--- config.mk ---
export PLATFORM = sky130hd
export DESIGN_NAME = branch_hazard_ctrl
export DESIGN_NICKNAME = d
export VERILOG_FILES = /design/src/rtl/branch_hazard_ctrl.sv
export SDC_FILE = /design/constraint.sdc
export NUM_CORES = 1
export LEC_CHECK = 0
export ABC_AREA = 1
export CORE_MARGIN = 1.5
export CORE_UTILIZATION = 40
export DETAILED_ROUTE_END_ITERATION = 8
export GPL_ROUTABILITY_DRIVEN = 0
export PLACE_DENSITY = 0.88
export SLEW_MARGIN = 20
export SYNTH_ARGS = -nofsm -noshare
export SYNTH_HDL_FRONTEND = slang
export SYNTH_SLANG_ARGS = --single-unit
--- constraint.sdc ---
create_clock -name clk -period 4.95 [get_ports clk]
set_input_delay 1.485 -clock clk [delete_from_list [all_inputs] [get_ports clk]]
set_output_delay 1.485 -clock clk [all_outputs]
set_load 0.02 [all_outputs]
--- src/rtl/branch_hazard_ctrl.sv ---
// -----------------------------------------------------------------------------
// branch_hazard_ctrl
//
// Purpose
//   Hazard controller for a branch resolved in the ID stage. The branch
//   operands (id_rs / id_rt) are checked against the destinations of the
//   instructions currently in EX and MEM:
//     - a load in EX needs two stall cycles before its data can be forwarded;
//     - an ALU op in EX, or a load in MEM, needs one stall cycle;
//     - an ALU op in MEM is forwarded straight into the comparator.
//   While stalled, the comparator is suppressed, PC and IF/ID are frozen and
//   a bubble is pushed into ID/EX. When not stalled, a taken comparator
//   result redirects the PC and flushes IF/ID in the same cycle.
//
//   The stall length is held in a small down-counter. Once a stall has
//   started, the hazard inputs are ignored until the counter expires. On
//   the first IDLE cycle afterwards the hazard check runs again, so a new
//   hazard starts a new stall.
//
// Ports
//   clk            rising-edge clock
//   rst_n          asynchronous reset, active low
//   branch_cond    ID branch type (BR_NOT_BRANCH disables all operand matching)
//   id_rs, id_rt   branch source registers
//   ex_reg_write   EX instruction writes the register file
//   ex_mem_read    EX instruction is a load
//   ex_rd          EX destination register
//   mem_reg_write  MEM instruction writes the register file
//   mem_mem_read   MEM instruction is a load
//   mem_rd         MEM destination register
//   branch_check   comparator result (taken)
//   stall_compare  suppress comparator, freeze PC and IF/ID
//   idex_bubble    insert NOP into ID/EX
//   fwd_a, fwd_b   1 = compare operand from EX/MEM ALU result, 0 = regfile
//   pc_src         load branch target into PC
//   ifid_flush     clear IF/ID on the next edge
//   stall_cycles   (BRANCH_STALL_STATS_EN only) saturating count of stall cycles
//   taken_count    (BRANCH_STALL_STATS_EN only) saturating count of redirects
//
// Configuration
//   Define BRANCH_STALL_STATS_EN to add the two 32-bit statistics counters.
//   The hazard behaviour is identical with or without them.
// -----------------------------------------------------------------------------
module branch_hazard_ctrl #(
  parameter int RADDR_W = 5,
  parameter int CNT_W   = 2
) (
  input  logic               clk,
  input  logic               rst_n,
  input  logic [1:0]         branch_cond,
  input  logic [RADDR_W-1:0] id_rs,
  input  logic [RADDR_W-1:0] id_rt,
  input  logic               ex_reg_write,
  input  logic               ex_mem_read,
  input  logic [RADDR_W-1:0] ex_rd,
  input  logic               mem_reg_write,
  input  logic               mem_mem_read,
  input  logic [RADDR_W-1:0] mem_rd,
  input  logic               branch_check,
  output logic               stall_compare,
  output logic               idex_bubble,
  output logic               fwd_a,
  output logic               fwd_b,
  output logic               pc_src,
`ifdef BRANCH_STALL_STATS_EN
  output logic [31:0]        stall_cycles,
  output logic [31:0]        taken_count,
`endif
  output logic               ifid_flush
);

  // Branch-type encoding shared with the decoder. Only "not a branch" affects
  // this block; beq (2'b01) and bne (2'b10) are treated the same way.
  localparam logic [1:0] BR_NOT_BRANCH = 2'b00;

  typedef enum logic {
    IDLE = 1'b0,
    WAIT = 1'b1
  } state_t;

  state_t             state;
  state_t             state_nxt;
  logic [CNT_W-1:0]   cnt;
  logic [CNT_W-1:0]   cnt_nxt;

  logic               br_active;
  logic [CNT_W-1:0]   need_rs;
  logic [CNT_W-1:0]   need_rt;
  logic [CNT_W-1:0]   need_n;
  logic               stall;

  // A source register matches a producer only for a real branch, and r0 never
  // matches because it is hard-wired to zero.
  function automatic logic reg_hit(input logic               active,
                                   input logic [RADDR_W-1:0] src,
                                   input logic [RADDR_W-1:0] dst);
    return active && (dst != '0) && (dst == src);
  endfunction

  // Stall cycles needed before one source operand can be read or forwarded.
  function automatic logic [CNT_W-1:0] stall_need(input logic active,
                                                  input logic [RADDR_W-1:0] src);
    logic hit_ex;
    logic hit_mem;
    hit_ex  = reg_hit(active, src, ex_rd);
    hit_mem = reg_hit(active, src, mem_rd);
    if (ex_mem_read && hit_ex) begin
      return CNT_W'(2);
    end else if (ex_reg_write && hit_ex) begin
      return CNT_W'(1);
    end else if (mem_mem_read && hit_mem) begin
      return CNT_W'(1);
    end
    return '0;
  endfunction

  assign br_active = (branch_cond != BR_NOT_BRANCH);

  always_comb begin
    need_rs = stall_need(br_active, id_rs);
    need_rt = stall_need(br_active, id_rt);
    need_n  = (need_rs > need_rt) ? need_rs : need_rt;
  end

  // ---- state register ------------------------------------------------------
  always_ff @(posedge clk or negedge rst_n) begin
    if (!rst_n) begin
      state <= IDLE;
      cnt   <= '0;
    end else begin
      state <= state_nxt;
      cnt   <= cnt_nxt;
    end
  end

  // ---- next state / stall decision -----------------------------------------
  // The current cycle is always one of the stall cycles. The counter keeps
  // the number of stall cycles that remain after it.
  always_comb begin
    state_nxt = state;
    cnt_nxt   = cnt;
    stall     = 1'b0;
    unique case (state)
      IDLE: begin
        if (need_n != '0) begin
          stall   = 1'b1;
          cnt_nxt = need_n - CNT_W'(1);
          if (need_n > CNT_W'(1)) begin
            state_nxt = WAIT;
          end
        end
      end
      WAIT: begin
        // WAIT is entered only with cnt >= 1, so this decrement cannot wrap.
        stall   = 1'b1;
        cnt_nxt = cnt - CNT_W'(1);
        if (cnt == CNT_W'(1)) begin
          state_nxt = IDLE;
        end
      end
      default: begin
        state_nxt = IDLE;
        cnt_nxt   = '0;
      end
    endcase
  end

  // ---- outputs -------------------------------------------------------------
  assign stall_compare = stall;
  assign idex_bubble   = stall;

  // Only a non-load ALU result in MEM can be forwarded. Load data is not
  // available yet at that point. WB needs no forwarding because the
  // register file is written before it is read.
  assign fwd_a = mem_reg_write && !mem_mem_read && reg_hit(br_active, id_rs, mem_rd);
  assign fwd_b = mem_reg_write && !mem_mem_read && reg_hit(br_active, id_rt, mem_rd);

  // A taken result during a stall means the comparator fault; it is ignored.
  assign pc_src     = branch_check && !stall;
  assign ifid_flush = branch_check && !stall;

`ifdef BRANCH_STALL_STATS_EN
  function automatic logic [31:0] sat_inc(input logic [31:0] v);
    return (v == 32'hFFFF_FFFF) ? v : v + 32'd1;
  endfunction

  // ---- statistics counters -------------------------------------------------
  always_ff @(posedge clk or negedge rst_n) begin
    if (!rst_n) begin
      stall_cycles <= '0;
      taken_count  <= '0;
    end else begin
      if (stall) begin
        stall_cycles <= sat_inc(stall_cycles);
      end
      if (branch_check && !stall) begin
        taken_count <= sat_inc(taken_count);
      end
    end
  end
`endif

endmodule
==> results of run 1 <==
==> repair_timing <==
action                                  CTS
buffers inserted                         26
pin swaps                                16
gates resized for setup                  98
endpoints found under the setup margin    5
==> cells in the mapped netlist <==
cell      instances
nand4_1           4
nor2_1           10
o21ai_0           6
nand2_2           4
o311ai_0          1
xnor2_1           2
nand2_1          46
o22ai_1           3
or2_2             1
ha_1              4
clkinv_1          1
nor3_1            2
inv_1            28
nor2_2            3
nand3_2           2
buf_4             2
dfrtp_1           3
nand4_2           1
inv_2             3
mux2i_1           1
nand3_1           6
==> per-layer routing <==
metal  track usage  overflow
met5             0         0
met4         0.771         6
met3         0.324         0
met2         0.946        32
met1         0.592         0
==> logic make-up after synthesis <==
kind of cell	after synthesis	synth area share
AND/OR/NAND/NOR	79	0.509
buffers and inverters	34	0.192
AO/OA/AOI/OAI	10	0.0819
adder cells (fa/ha/maj)	4	0.0712
flip-flops	3	0.107
XOR/XNOR	2	0.0249
multiplexers	1	0.0142
==> per-stage QoR <==
| stage | cell area [um2] | std cells | hold WS [ns] | worst slack [ns] | TNS (ns) |
|---|---|---|---|---|---|
| 4_1_cts | 1450 | 231 | 0.545 | 0.00853 | 0 |
| 3_5_place_dp | 1200 | 201 | 0.514 | -0.894 | -3.44 |
| 3_3_place_gp | 1200 | 201 | 0.516 | -0.695 | -2.67 |
| 2_1_floorplan | 706 | 133 | 0.481 | 0.0228 | 0 |
==> impl_metrics.csv, run 1 <==
group,metric,value,unit
status,status,"aborted with a tool error",
status,haltStage,"5_1_grt",
status,tool.error,"[ERROR GRT-0232] Routing congestion too high. Check the congestion heatmap in the GUI.",
timing,worst-ep-kind,"primary output",
grt,gr-total-overflow,38,
floorplanning,std_cell_rows,14,
synth,syn_inst,133,
synth,syn-cell-area,703,um2
placement,port_buffers,34,
synth,ys_seq_area_frac,0.107,
synth,synth_top_area_share,0.246,
synth,synth_area_leader_cell,"nand2_1",
synth,synth-seq-cells,3,
floorplanning,initial_core_util,0.446,
grt,grt_max_degree,7,
cts,cts_root_buffer,"clkbuf_4",
floorplanning,fp.dieH,44.9,um
cts,cts_made_buffers,3,
synth,syn_nets,166,
cts,cts_buffer_depth,2,
synth,yosysUniqueCellTypes,21,
grt,grtUsageTotal,0.647,
cts,postCtsHoldBufs,0,
floorplanning,pin_count,35,
placement,hpwlAfterDp,1900,um
synth,syn_avg_cell_area,5.29,um2
floorplanning,die_w,44.9,um
cts,cts_sinks,3,
cts,h-tree-depth,1,
synth,yosys_warnings,0,
synth,synth_area_leaders,"nand2_1, inv_1, dfrtp_1",
timing,crit_endpoint,"ifid_flush",
==> run 2: changes to the inputs <==
- CORE_AREA: unset -> 2 2 63 65
- CORE_MARGIN: 1.5 -> unset
- CORE_UTILIZATION: 40 -> unset
- DIE_AREA: unset -> 0 0 65 67
- PLACE_DENSITY: 0.88 -> unset
- PLACE_DENSITY_LB_ADDON: unset -> 0.15
==> impl_metrics.csv, run 2 <==
group,metric,value,unit
status,status,"complete, no violations",
timing,tightest_slew,0.273,ns
cts,clock_latency,0.22,ns
routing,drc,0,
placement,placed_cell_area,1210,um2
synth,synth_area_leaders,"nand2_1, inv_1, dfrtp_1",
synth,ys_seq_area_frac,0.107,
grt,grt_pass1_wl,4400,um
timing,finalSetupTns,0,ns
worst_setup_path,max_stage_delay,0.26,ns
timing,hold_viol_final,0,
grt,top_usage_layer,"met2",
worst_setup_path,cp_common_cell,"buf_4",
synth,synth_commonest_cells,"nand2_1, inv_1, nor2_1",
layout,antenna_cells,0,
worst_setup_path,crit_fanout,4,
min_path,min_path_type,"register to register",
synth,yosys_warnings,0,
placement,hpwlAfterDp,1920,um
grt,grt_pass1_vias,1056,
cts,h-tree-depth,1,
cts,cts_buffer_depth,2,
synth,syn_nets,166,
layout,top_regs,"cnt x2, state x1",
layout,layout.nets,248,
timing,period_share,0.987,
worst_setup_path,slowest_stage,"or2_4",
timing,maxSlewHeadroom,0.816,
grt,grt_max_degree,7,
timing,fin_crit,4.88,ns
grt,grtUsageMet3,0.0220,
layout,multi_input_area,608,um2
layout,fill_cells,411,
job,max_cap_viol_count,0,
floorplanning,initial_core_util,0.195,
synth,syn_avg_cell_area,5.29,um2
worst_setup_path,arrival,4.98,ns
layout,area_growth,119,%
layout,final_cell_mix,"buf_4, nand2_1, inv_1",
grt,grtUsageTotal,0.133,
power,p_per_area,176,nW/um2
power,p_leak,0.000877,uW
grt,grt_use_met2,0.250,
synth,yosysUniqueCellTypes,21,
synth,synth-edff-count,0,
routing,drt_first_pass_iters,4,
timing,finalSetupViolations,0,
synth,syn-cell-area,703,um2
routing,drt_iter0_markers,37,
synth,synth-seq-cells,3,
floorplanning,dieArea,4360,um2
placement,pre_cts_slack,-0.841,ns
synth,synth_area_leader_cell,"nand2_1",
routing,vias,1098,
timing,max_freq,205,MHz
grt,gr-total-overflow,0,
routing,via_per_inst,4.19,
worst_setup_path,reg2reg_from,"cnt[0]$_DFFE_PN0P_",
worst_setup_path,crit_path_start_kind,"primary input",
layout,seq_area,75.1,um2
cts,cts_root_buffer,"clkbuf_8",
timing,finalMaxSlewViolations,0,
cts,cts_made_buffers,3,
floorplanning,fp.dieH,67,um
floorplanning,core,3610,um2
worst_setup_path,crit_cells,31,
floorplanning,std_cell_rows,22,
timing,rsz0062_at_grt,"true",
synth,async_flop_share,1.00,
timing,setup_slack,0.0666,ns
floorplanning,die_w,65,um
worst_setup_path,critPathKind,"primary input to register",
synth,syn_inst,133,
layout,largest_register,"cnt",
worst_setup_path,r2r-end,"cnt[1]$_DFFE_PN0P_",
worst_setup_path,reg2reg_depth,3,
power,vdd_drop_max,61.8,uV
layout,final_core_util,0.427,
worst_setup_path,path_buf_inv,22,
routing,routedWlPerCell,10.2,um
synth,synth_flop_cell,"dfrtp_1",
layout,drive_above_1_share,0.505,
routing,wl,2690,um
worst_setup_path,cp-end-kind,"register",
worst_setup_path,required,5.04,ns
grt,met1_usage,0.147,
routing,final_antenna_net_count,0,
placement,port_buffers,34,
cts,path_clk_slew,0.03,ns
layout,largest_reg_flops,2,
synth,synth_top_area_share,0.246,
worst_setup_path,critPathTopFamily,"buffers and inverters",
worst_setup_path,critPathCapture,"cnt[0]$_DFFE_PN0P_",
worst_setup_path,critPathLaunch,"branch_cond[1]",
worst_setup_path,r2r_setup_slack,3.97,ns
layout,design_area,1540,um2
floorplanning,pin_count,35,
grt,grt_antenna_before_repair,0,
cts,cts_sinks,3,
timing,clock_skew,0.00291,ns
cts,postCtsHoldBufs,0,
layout,final_common_cell,"buf_4",
cts,cts_tree,"done",
synth,yosysMostFrequentCell,"nand2_1",
-- run 2: layout make-up --
type / instances / area share
Clock buffer: 4 / 0.0292
Timing Repair Buffer: 79 / 0.409
Inverter: 32 / 0.0795
Tap cell: 48 / 0.0390
Sequential cell: 3 / 0.0487
Multi-Input combinational cell: 96 / 0.394
-- run 2: logic make-up (layout without fill, tap and decap cells) --
kind of cell	count (synthesis)	after routing	synth area share
adders and majority gates	4	4	0.0712
buffers and inverters	34	115	0.192
and+or+nand+nor	79	79	0.509
muxes	1	1	0.0142
xor gates and xnor gates	2	2	0.0249
AOI/OAI and AO/OA	10	10	0.0819
DFF	3	3	0.107
-- run 2: metal layers --
layer  part of all wire  wire (um)
met1               0.39       1060
met2               0.52       1400
met5                  0          0
met3              0.070        188
met4              0.016         42
-- run 2: how the worst min path moves through the flow --
stage | cells past startpoint | start | slack, ns | end
floorplan | 2 | cnt[1]$_DFFE_PN0P_ | 0.48 | cnt[1]$_DFFE_PN0P_
global placement | 2 | cnt[1]$_DFFE_PN0P_ | 0.53 | cnt[1]$_DFFE_PN0P_
detailed placement | 2 | cnt[1]$_DFFE_PN0P_ | 0.52 | cnt[1]$_DFFE_PN0P_
CTS | 2 | cnt[1]$_DFFE_PN0P_ | 0.52 | cnt[1]$_DFFE_PN0P_
global route | 2 | cnt[1]$_DFFE_PN0P_ | 0.58 | cnt[1]$_DFFE_PN0P_
finish | 2 | cnt[1]$_DFFE_PN0P_ | 0.51 | cnt[1]$_DFFE_PN0P_
-- run 2: report_power, final --
group          total [uW]  internal (uW)  leakage [uW]  switching [uW]
sequential           45.3           35.3     0.0000366            9.98
clock                71.2           54.9     0.0000228            16.3
combinational         154           78.5      0.000818            75.9
-- run 2: what timing repair did --
action | CTS | global route
resized for setup | 91 | 36
pin swaps | 17 | 16
buffers inserted | 25 | 4
endpoints found under the setup margin | 6 | 7
-- run 2: tightest hold or removal path: stages, from the launching register on --
cell and delay, ns:
dfrtp_1 0.34, nand2_1 0.05, o311ai_0 0.08
-- run 2: through the flow --
step / cells / hold WS (ns) / total power [uW]
3_5_place_dp: 229 / 0.518 / 177
2_1_floorplan: 133 / 0.481 / 115
6_report: 262 / 0.512 / 271
5_1_grt: 262 / 0.584 / 295
4_1_cts: 258 / 0.524 / 269
3_3_place_gp: 229 / 0.528 / 175
Power figures use the tool's default switching activity.
==> run 3: changes to the inputs <==
- ABC_CLOCK_PERIOD_IN_PS: unset -> 4950
- CTS_CLUSTER_DIAMETER: unset -> 60
- SETUP_SLACK_MARGIN: unset -> 0.4
==> impl_metrics.csv, run 3 (synthesis gave the netlist of run 2 again) <==
group,metric,value,unit
status,status,"complete, no violations",
routing,wl,2430,um
floorplanning,die_w,65,um
worst_setup_path,crit_fanout,4,
cts,cts_buffer_depth,2,
timing,setup_slack,0.0592,ns
timing,period_share,0.988,
cts,cts_made_buffers,3,
power,p_leak,0.000771,uW
cts,cts_sinks,3,
grt,grt_pass1_wl,4060,um
floorplanning,dieArea,4360,um2
worst_setup_path,critPathKind,"primary input to primary output",
routing,drt_iter0_markers,13,
timing,timing.hold.ws,0.542,ns
placement,dp_cells,236,
layout,layout.nets,232,
layout,area_growth,106,%
cts,path_clk_slew,0.03,ns
timing,maxSlewHeadroom,0.769,
layout,final_common_cell,"nand2_1",
layout,largest_reg_flops,2,
routing,final_antenna_net_count,0,
timing,finalSetupTns,0,ns
worst_setup_path,slowest_stage,"ha_4",
timing,finalMaxSlewViolations,0,
layout,final-instance-count-excl-fill,246,
grt,gr-total-overflow,0,
layout,antenna_cells,0,
cts,cts_tree,"done",
power,p_per_area,187,nW/um2
placement,port_buffers,34,
routing,via_per_inst,4.09,
floorplanning,fp.dieH,67,um
timing,max_freq,204,MHz
grt,grt_max_degree,7,
cts,cts_root_buffer,"clkbuf_8",
cts,h-tree-depth,1,
floorplanning,initial_core_util,0.195,
routing,drc,0,
power,clock_power_share,0.261,
worst_setup_path,critPathTopFamily,"buffers and inverters",
grt,top_usage_layer,"met2",
job,max_cap_viol_count,0,
grt,grt_antenna_before_repair,0,
grt,grtUsageTotal,0.121,
timing,fin_crit,4.89,ns
worst_setup_path,crit_chain,"buf_6, buf_8, inv_12, buf_4, nand3_4, nand2_4, inv_4, nand4_4, ha_4, nand2_1, nand2_1, inv_2, nand2_2, nand2_1, inv_1, ha_2, inv_2, nor2_4, inv_2, nor2_4, buf_6",
routing,vias,1007,
cts,clock_latency,0.21,ns
layout,final_cell_mix,"nand2_1, buf_4, inv_1",
min_path,min_path_type,"register to register",
grt,grt_pass1_vias,973,
power,vdd_drop_max,65.7,uV
routing,drt_first_pass_iters,4,
grt,grtUsageMet3,0.0101,
power,power_switching_share,0.386,
timing,tightest_slew,0.342,ns
timing,clock_skew,0.0000457,ns
placement,hpwlAfterDp,2020,um
placement,pre_cts_slack,-0.914,ns
power,total_power,270,uW
timing,rsz0062_at_grt,"true",
layout,top_regs,"cnt x2, state x1",
floorplanning,core,3610,um2
floorplanning,pin_count,35,
worst_setup_path,max_stage_delay,0.29,ns
routing,routedWlPerCell,9.89,um
worst_setup_path,cp-end-kind,"primary output",
power,netSwitchingPower,104,uW
timing,finalSetupViolations,0,
floorplanning,std_cell_rows,22,
worst_setup_path,arrival,3.41,ns
grt,met1_usage,0.138,
power,intPower,166,uW
layout,drive_above_1_share,0.500,
worst_setup_path,crit_path_start_kind,"primary input",
worst_setup_path,required,3.46,ns
layout,largest_register,"cnt",
worst_setup_path,path_buf_inv,10,
grt,grt_use_met2,0.233,
power,p_comb_frac,0.570,
power,sequentialPowerShare,0.169,
cts,postCtsHoldBufs,0,
timing,hold_viol_final,0,
==> run 3: worst reg2reg max path, cell delays in order, from the launching register on <==
cell and delay (ns):
dfrtp_1 0.39, ha_1 0.30, nand2_1 0.06, o311ai_0 0.13
==> run 3: final cells by class <==
cell class / count / area, um2
Clock buffer: 4 / 45.0
Fill cell: 415 / 2160
Inverter: 32 / 135
Multi-Input combinational cell: 96 / 641
Sequential cell: 3 / 75.1
Tap cell: 48 / 60.1
Timing Repair Buffer: 63 / 489
==> run 3: power groups by stage <==
stage          Clock [uW]  Combinational, uW  Sequential, uW
3_5_place_dp            0                149            45.5
4_1_cts              72.5                150            46.0
5_1_grt              74.6                172            47.8
6_report             70.4                154            45.6
2_1_floorplan           0               78.3            42.4
3_3_place_gp            0                144            45.2
==> run 3: metrics by stage <==
stage	utilization	area [um2]
detailed placement	0.358	1290
floorplan	-	737
global placement	0.358	1290
finish	0.401	1450
global route	0.401	1450
CTS	0.389	1400
==> run 3: path summary, 6_finish.rpt <==
path / start / to / slack, ns / cells past startpoint
worst max-delay path: ex_rd[4] / ifid_flush / 0.06 / 21
worst min-delay path: cnt[1]$_DFFE_PN0P_ / cnt[1]$_DFFE_PN0P_ / 0.54 / 2
worst max register to register: cnt[0]$_DFFE_PN0P_ / cnt[1]$_DFFE_PN0P_ / 3.91 / 3
worst min register to register: cnt[1]$_DFFE_PN0P_ / cnt[1]$_DFFE_PN0P_ / 0.54 / 2
max in group asynchronous: rst_n / state$_DFF_PN0_ / 3.36 / 1
min in group asynchronous: rst_n / cnt[1]$_DFFE_PN0P_ / 1.45 / 1
==> run 3: routing by layer <==
metal | vias up | part of all wire
met4 | 0 | 0.013
li1 | 536 | -
met1 | 444 | 0.41
met2 | 23 | 0.53
met3 | 4 | 0.042
met5 | - | 0
==> run 3: what timing repair did <==
item                       in CTS  in global routing
resized for setup              86                 43
pin swaps                      16                 16
setup buffers                   4                  2
setup endpoints to repair       6                  6
